**src/rtl/RVS192_package.sv**
```systemverilog
// Shared RVS192 types: memory access type, LSU sequencer states and misalignment helpers.
package RVS192_package;

    typedef enum logic [2:0] {
        MT_B  = 3'b000,
        MT_H  = 3'b001,
        MT_W  = 3'b010,
        MT_BU = 3'b100,
        MT_HU = 3'b101
    } mem_type;

    typedef enum logic [2:0] {
        IDLE,
        REQ0,
        WAIT0,
        REQ1,
        WAIT1,
        RESP
    } lsu_state_t;

    // An access is misaligned when it would cross a word boundary.
    function automatic logic lsu_misaligned(input mem_type t, input logic [1:0] off);
        case (t)
            MT_H, MT_HU: lsu_misaligned = (off == 2'd3);
            MT_W:        lsu_misaligned = (off != 2'd0);
            default:     lsu_misaligned = 1'b0;
        endcase
    endfunction

    function automatic logic [3:0] lsu_base_be(input mem_type t);
        case (t)
            MT_H, MT_HU: lsu_base_be = 4'h3;
            MT_W:        lsu_base_be = 4'hF;
            default:     lsu_base_be = 4'h1;
        endcase
    endfunction

endpackage

```
**src/rtl/RVS192_user_parameters.sv**
```systemverilog
// Core-wide datapath sizing shared by all RVS192 units.
package RVS192_user_parameters;
    localparam int DATA_LENGTH = 32;
endpackage

```
**src/rtl/DataGen.sv**
```systemverilog
// Sign/zero extension of right-justified load data according to the access type.
// Purely combinational, no handshake.
module DataGen
    import RVS192_package::*;
    import RVS192_user_parameters::*;
(
    input  mem_type                  mem_type_i,
    input  logic [DATA_LENGTH-1:0]   data_i,
    output logic [DATA_LENGTH-1:0]   data_o
);

    always_comb begin
        data_o = data_i;
        case (mem_type_i)
            MT_B:    data_o = {{(DATA_LENGTH-8){data_i[7]}}, data_i[7:0]};
            MT_H:    data_o = {{(DATA_LENGTH-16){data_i[15]}}, data_i[15:0]};
            MT_BU:   data_o = {{(DATA_LENGTH-8){1'b0}}, data_i[7:0]};
            MT_HU:   data_o = {{(DATA_LENGTH-16){1'b0}}, data_i[15:0]};
            default: data_o = data_i;
        endcase
    end

endmodule

```
**src/rtl/lsu_ctrl.sv**
```systemverilog
// Load/store sequencer: one access at a time as one or two word bus transactions; aligned access responds 3 cycles after acceptance.
// Stalls the pipeline until done; LSU_MISALIGN_SPLIT_EN splits misaligned accesses, otherwise they trap one cycle after acceptance.
module lsu_ctrl
    import RVS192_package::*;
    import RVS192_user_parameters::*;
#(
    parameter int ADDR_LENGTH = 32
) (
    input  logic                    clk,
    input  logic                    rst_n,
    input  logic                    req_valid,
    output logic                    req_ready,
    input  logic                    req_we,
    input  mem_type                 req_type,
    input  logic [ADDR_LENGTH-1:0]  req_addr,
    input  logic [DATA_LENGTH-1:0]  req_wdata,
    output logic                    rsp_valid,
    output logic [DATA_LENGTH-1:0]  rsp_data,
    output logic                    misalign_exc,
    output logic                    lsu_stall,
    output logic                    mem_req,
    input  logic                    mem_gnt,
    output logic                    mem_we,
    output logic [ADDR_LENGTH-1:0]  mem_addr,
    output logic [3:0]              mem_be,
    output logic [DATA_LENGTH-1:0]  mem_wdata,
    input  logic                    mem_rvalid,
    input  logic [DATA_LENGTH-1:0]  mem_rdata
);

`ifdef LSU_MISALIGN_SPLIT_EN
    localparam logic SPLIT_EN = 1'b1;
`else
    localparam logic SPLIT_EN = 1'b0;
`endif

    lsu_state_t                 state_q;
    logic                       we_q;
    mem_type                    type_q;
    logic [ADDR_LENGTH-1:0]     addr_q;
    logic [DATA_LENGTH-1:0]     wdata_q;
    logic [2*DATA_LENGTH-1:0]   buf_q, buf_d;
    logic [DATA_LENGTH-1:0]     rsp_data_q;
    logic                       exc_q;

    logic                       accept;
    logic                       split;
    logic [1:0]                 off;
    logic [7:0]                 be64;
    logic [2*DATA_LENGTH-1:0]   wd64;
    logic [ADDR_LENGTH-1:0]     addr0, addr1;
    logic [DATA_LENGTH-1:0]     ext, ext_gen;

    assign off    = addr_q[1:0];
    assign be64   = {4'b0000, lsu_base_be(type_q)} << off;
    assign wd64   = {{DATA_LENGTH{1'b0}}, wdata_q} << {off, 3'b000};
    assign split  = SPLIT_EN && (be64[7:4] != 4'h0);
    assign addr0  = {addr_q[ADDR_LENGTH-1:2], 2'b00};
    assign addr1  = addr0 + ADDR_LENGTH'(4);

    assign req_ready = (state_q == IDLE) || (state_q == RESP);
    assign accept    = req_valid && req_ready;
    assign lsu_stall = !req_ready || accept;

    assign mem_req   = (state_q == REQ0) || (state_q == REQ1);
    assign mem_we    = mem_req && we_q;
    assign mem_addr  = (state_q == REQ0) ? addr0 : (state_q == REQ1) ? addr1 : '0;
    assign mem_be    = (state_q == REQ0) ? be64[3:0] : (state_q == REQ1) ? be64[7:4] : 4'h0;
    assign mem_wdata = (state_q == REQ0) ? wd64[DATA_LENGTH-1:0]
                     : (state_q == REQ1) ? wd64[2*DATA_LENGTH-1:DATA_LENGTH] : '0;

    assign rsp_valid    = (state_q == RESP);
    assign rsp_data     = rsp_data_q;
    assign misalign_exc = SPLIT_EN ? 1'b0 : (rsp_valid && exc_q);

    // Merge the returning word now so the extended result can be registered in the same edge.
    always_comb begin
        buf_d = buf_q;
        if (state_q == WAIT0 && mem_rvalid) buf_d[DATA_LENGTH-1:0] = mem_rdata;
        if (state_q == WAIT1 && mem_rvalid) buf_d[2*DATA_LENGTH-1:DATA_LENGTH] = mem_rdata;
    end

    assign ext = buf_d[{1'b0, off, 3'b000} +: DATA_LENGTH];

    DataGen u_datagen (
        .mem_type_i (type_q),
        .data_i     (ext),
        .data_o     (ext_gen)
    );

    always_ff @(posedge clk or negedge rst_n) begin
        if (!rst_n) begin
            state_q    <= IDLE;
            we_q       <= 1'b0;
            type_q     <= MT_B;
            addr_q     <= '0;
            wdata_q    <= '0;
            buf_q      <= '0;
            rsp_data_q <= '0;
            exc_q      <= 1'b0;
        end else begin
            case (state_q)
                IDLE, RESP: begin
                    state_q    <= IDLE;
                    rsp_data_q <= '0;
                    exc_q      <= 1'b0;
                    if (accept) begin
                        we_q    <= req_we;
                        type_q  <= req_type;
                        addr_q  <= req_addr;
                        wdata_q <= req_wdata;
                        if (!SPLIT_EN && lsu_misaligned(req_type, req_addr[1:0])) begin
                            state_q <= RESP;
                            exc_q   <= 1'b1;
                        end else begin
                            state_q <= REQ0;
                        end
                    end
                end
                REQ0: if (mem_gnt) state_q <= WAIT0;
                WAIT0: if (mem_rvalid) begin
                    buf_q <= buf_d;
                    if (split) begin
                        state_q <= REQ1;
                    end else begin
                        state_q    <= RESP;
                        rsp_data_q <= we_q ? '0 : ext_gen;
                    end
                end
                REQ1: if (mem_gnt) state_q <= WAIT1;
                WAIT1: if (mem_rvalid) begin
                    buf_q      <= buf_d;
                    state_q    <= RESP;
                    rsp_data_q <= we_q ? '0 : ext_gen;
                end
                default: state_q <= IDLE;
            endcase
        end
    end

endmodule

```
**config.mk**
```make
export PLATFORM = sky130hd
export DESIGN_NAME = lsu_ctrl
export DESIGN_NICKNAME = d
export VERILOG_FILES = /design/src/rtl/RVS192_package.sv /design/src/rtl/RVS192_user_parameters.sv /design/src/rtl/DataGen.sv /design/src/rtl/lsu_ctrl.sv
export SDC_FILE = /design/constraint.sdc
export NUM_CORES = 1
export LEC_CHECK = 0
export BUFFER_PORTS_ARGS = -buffer_cell sky130_fd_sc_hd__buf_4
export CORE_UTILIZATION = 47
export DETAILED_ROUTE_END_ITERATION = 8
export GPL_TIMING_DRIVEN = 0
export PLACE_DENSITY = 0.71
export SETUP_SLACK_MARGIN = 0.4
export SLEW_MARGIN = 20
export SYNTH_ARGS = -nofsm -noshare
export SYNTH_HDL_FRONTEND = slang
export SYNTH_HIERARCHICAL = 1
export SYNTH_SLANG_ARGS = --single-unit
```
**constraint.sdc**
```tcl
create_clock -name clk -period 3.4 [get_ports clk]
set_clock_uncertainty 0.05 [all_clocks]
set_input_delay 1.02 -clock clk [delete_from_list [all_inputs] [get_ports clk]]
set_output_delay 1.02 -clock clk [all_outputs]
set_load 0.1 [all_outputs]
```
==> flow_summary.yaml <==
finish:
  num_antenna_cells: 0
  final_cell_mix: "buf_4, dfrtp_1, mux2_2, buf_12, nand2_1"
  final_area_sq_um: 14900
  mostFrequentLayoutCell: "buf_4"
  nets: 1281
  final_util_pct: 79.4
  syn_to_final_growth_pct: 65.6
  drive_above_1_share_pct: 56.6
setup_path:
  endpoint_kind: "output pin"
  start_kind: "flop"
  max_stage_delay_ns: 0.55
  cp_slowest_cell: "or4_4"
  critPathMostFrequentCell: "or4_4"
  path_max_fanout: 10
  crit_chain: "nand4_2 > or4_4 > buf_6 > or4_4 > a21oi_4 > buf_12"
  worstPathArrival_ns: 2.56
  critPathKind: "reg -> out"
  cp_data_required_time_ns: 2.33
clock_network:
  htreeDepth: 4
  cts_buffer_depth: 2
  root_buffer: "clkbuf_16"
  cts.sinks: 160
  worstSkewPairLatency_ns: 0.44
  cts.reportedPaths.clkPinSlew_ns: 0.07
  numCtsBuffers: 17
  cts_tree: "yes"
yosys:
  ys_seq_area_share_pct: 44.6
  syn-mean-instance-area_sq_um: 10.3
  netlist_area_sq_um: 8970
  ys_types: 59
  synth-seq-cells: 160
  ys_warn_count: 6
  async_flop_share_pct: 100
  synth_cells: 869
  synth_edf_count: 0
  synth-main-ff-cell: "dfrtp_1"
sta:
  rsz0062_at_grt: "true"
  tightest_slew_ns: 1.02
  fin_crit_sh_pct: 107
  fin_crit_ns: 3.63
  holdWs_ns: 0.438
  hold_viol: 0
  fin_ws_ns: -0.226
  max_clock_freq_mhz: 276
  setup_violations: 25
  drv_slew: 0
  max-slew-margin-rel_pct: 31.2
place:
  dpl_cell_area_sq_um: 11800
  place_congestion: 0.934
  place.port_buffers: 208
  dp_hpwl_mm: 20.9
  dp_slack_ns: -0.412
grt:
  grt_max_degree: 86
  grt_overflow: 0
  antenna_found_initial: 0
  track_usage_pct: 33.8
  grt_pass1_vias: 8832
  grt_pass1_wl_mm: 50.3
run_status:
  status: "complete, but fails checks"
  failed_checks: "setup timing"
worst_hold_path:
  worstHoldPathType: "reg -> reg"
die:
  core_region_area_sq_um: 18700
  initial_core_util_pct: 48.0
  num_rows: 50
  ios: 211
  die_w_um: 140
  design.die.area_sq_um: 19600
  die_y_um: 140
detailed_routing:
  met2_length_mm: 17.2
  drc_errors: 0
  highest_layer: "met4"
  ant_nets: 0
  wl_met1_mm: 13.4
  wl_met3_mm: 2.77
  avgViaCountPerCell: 6.23
  drtIter0Drc: 841
  drt_wl_total_mm: 34.9
  drtPass1Iterations: 5
  routedWlPerCell_um: 24.5
  num_vias: 8861
job:
  drv_cap: 0
[final timing paths]
path	slack (ns)	cells past startpoint	start	end
min reg2reg	0.44	2	rsp_data[30]	rsp_data[30]
min	0.44	2	rsp_data[30]	rsp_data[30]
min in group asynchronous	0.53	1	rst_n	addr_q[28]
max in group asynchronous	1.94	2	rst_n	wdata_q[14]
max	-0.23	6	addr_q[11]	mem_addr[19]
max reg2reg	0.36	14	state_q[2]	rsp_data[14]
[repair_timing]
action | 4_1_cts | 5_1_grt
resized for setup | 357 | 72
hold buffers | 0 | 0
gates cloned | 3 | 2
endpoints found under the setup margin | 90 | 80
setup buffers | 47 | 25
pin swaps | 32 | 33
[state kept, by name (all words and copies together), names as in the netlist]
name,cells
buf_q,56
addr_q,32
rsp_data,32
wdata_q,32
state_q,3
type_q,3
exc_q,1
we_q,1
[cell type report]
type | instances | area [sq um]
clock inverters | 14 | 183
inverters | 17 | 81.3
clock buffers | 18 | 429
flip-flops and latches | 160 | 4010
well taps | 234 | 293
multi-input cells | 614 | 5770
repair buffers | 286 | 3270
plain buffers | 79 | 822
fillers | 1102 | 3840
[worst max-delay path, delay by kind of cell (launching register included)]
kind	cells	cell delay [ns]
buffers and inverters	2	0.36
flip-flops	1	0.37
AND/OR/NAND/NOR	3	1.22
AO/OA/AOI/OAI	1	0.17
[cell families after synthesis]
| logic type | synth area share, % |
|---|---|
| xor gates and xnor gates | 1.27 |
| buffers and inverters | 5.16 |
| adders and majority gates | 0.139 |
| muxes | 21.2 |
| and+or+nand+nor | 14.0 |
| DFF | 44.6 |
| AOI/OAI and AO/OA | 13.6 |
| other | 0.0418 |
[synth_stat cells, drive strengths merged (3+ instances only)]
master | instances | area, sq um
a211oi | 9 | 67.6
a21oi | 23 | 115
a221oi | 15 | 131
a22o | 21 | 184
a22oi | 18 | 135
and2 | 12 | 75.1
and4 | 6 | 52.6
buf | 36 | 236
clkbuf | 43 | 163
dfrtp | 160 | 4000
inv | 17 | 63.8
mux2 | 118 | 1330
mux2i | 55 | 554
nand2 | 88 | 330
nand2b | 4 | 25.0
nand3 | 11 | 55.1
nand4 | 10 | 83.8
nor2 | 38 | 143
nor3 | 33 | 165
nor4 | 3 | 18.8
o21ai | 51 | 255
o22ai | 17 | 106
o2bb2ai | 8 | 70.1
o31ai | 14 | 105
or3 | 3 | 20.0
or4 | 15 | 116
xnor2 | 7 | 61.3
xor2 | 6 | 52.6
[per-stage QoR]
stage | setup TNS (ns) | instances
floorplan | 0 | 870
global placement | -5.63 | 1312
detailed placement | -6.74 | 1313
CTS | -2.08 | 1395
global route | -4.41 | 1422
finish | -2.91 | 1422
[metal layers]
| layer | up-vias | global-route usage [%] |
|---|---|---|
| li1 | 3791 | - |
| met1 | 4459 | 42.0 |
| met2 | 505 | 56.7 |
| met3 | 106 | 8.03 |
| met4 | 0 | 13.5 |
| met5 | - | 0 |
Power is left out: the tool's default activity adds up to more than one toggle a clock period on the data nets, which glitch-free logic cannot reach.
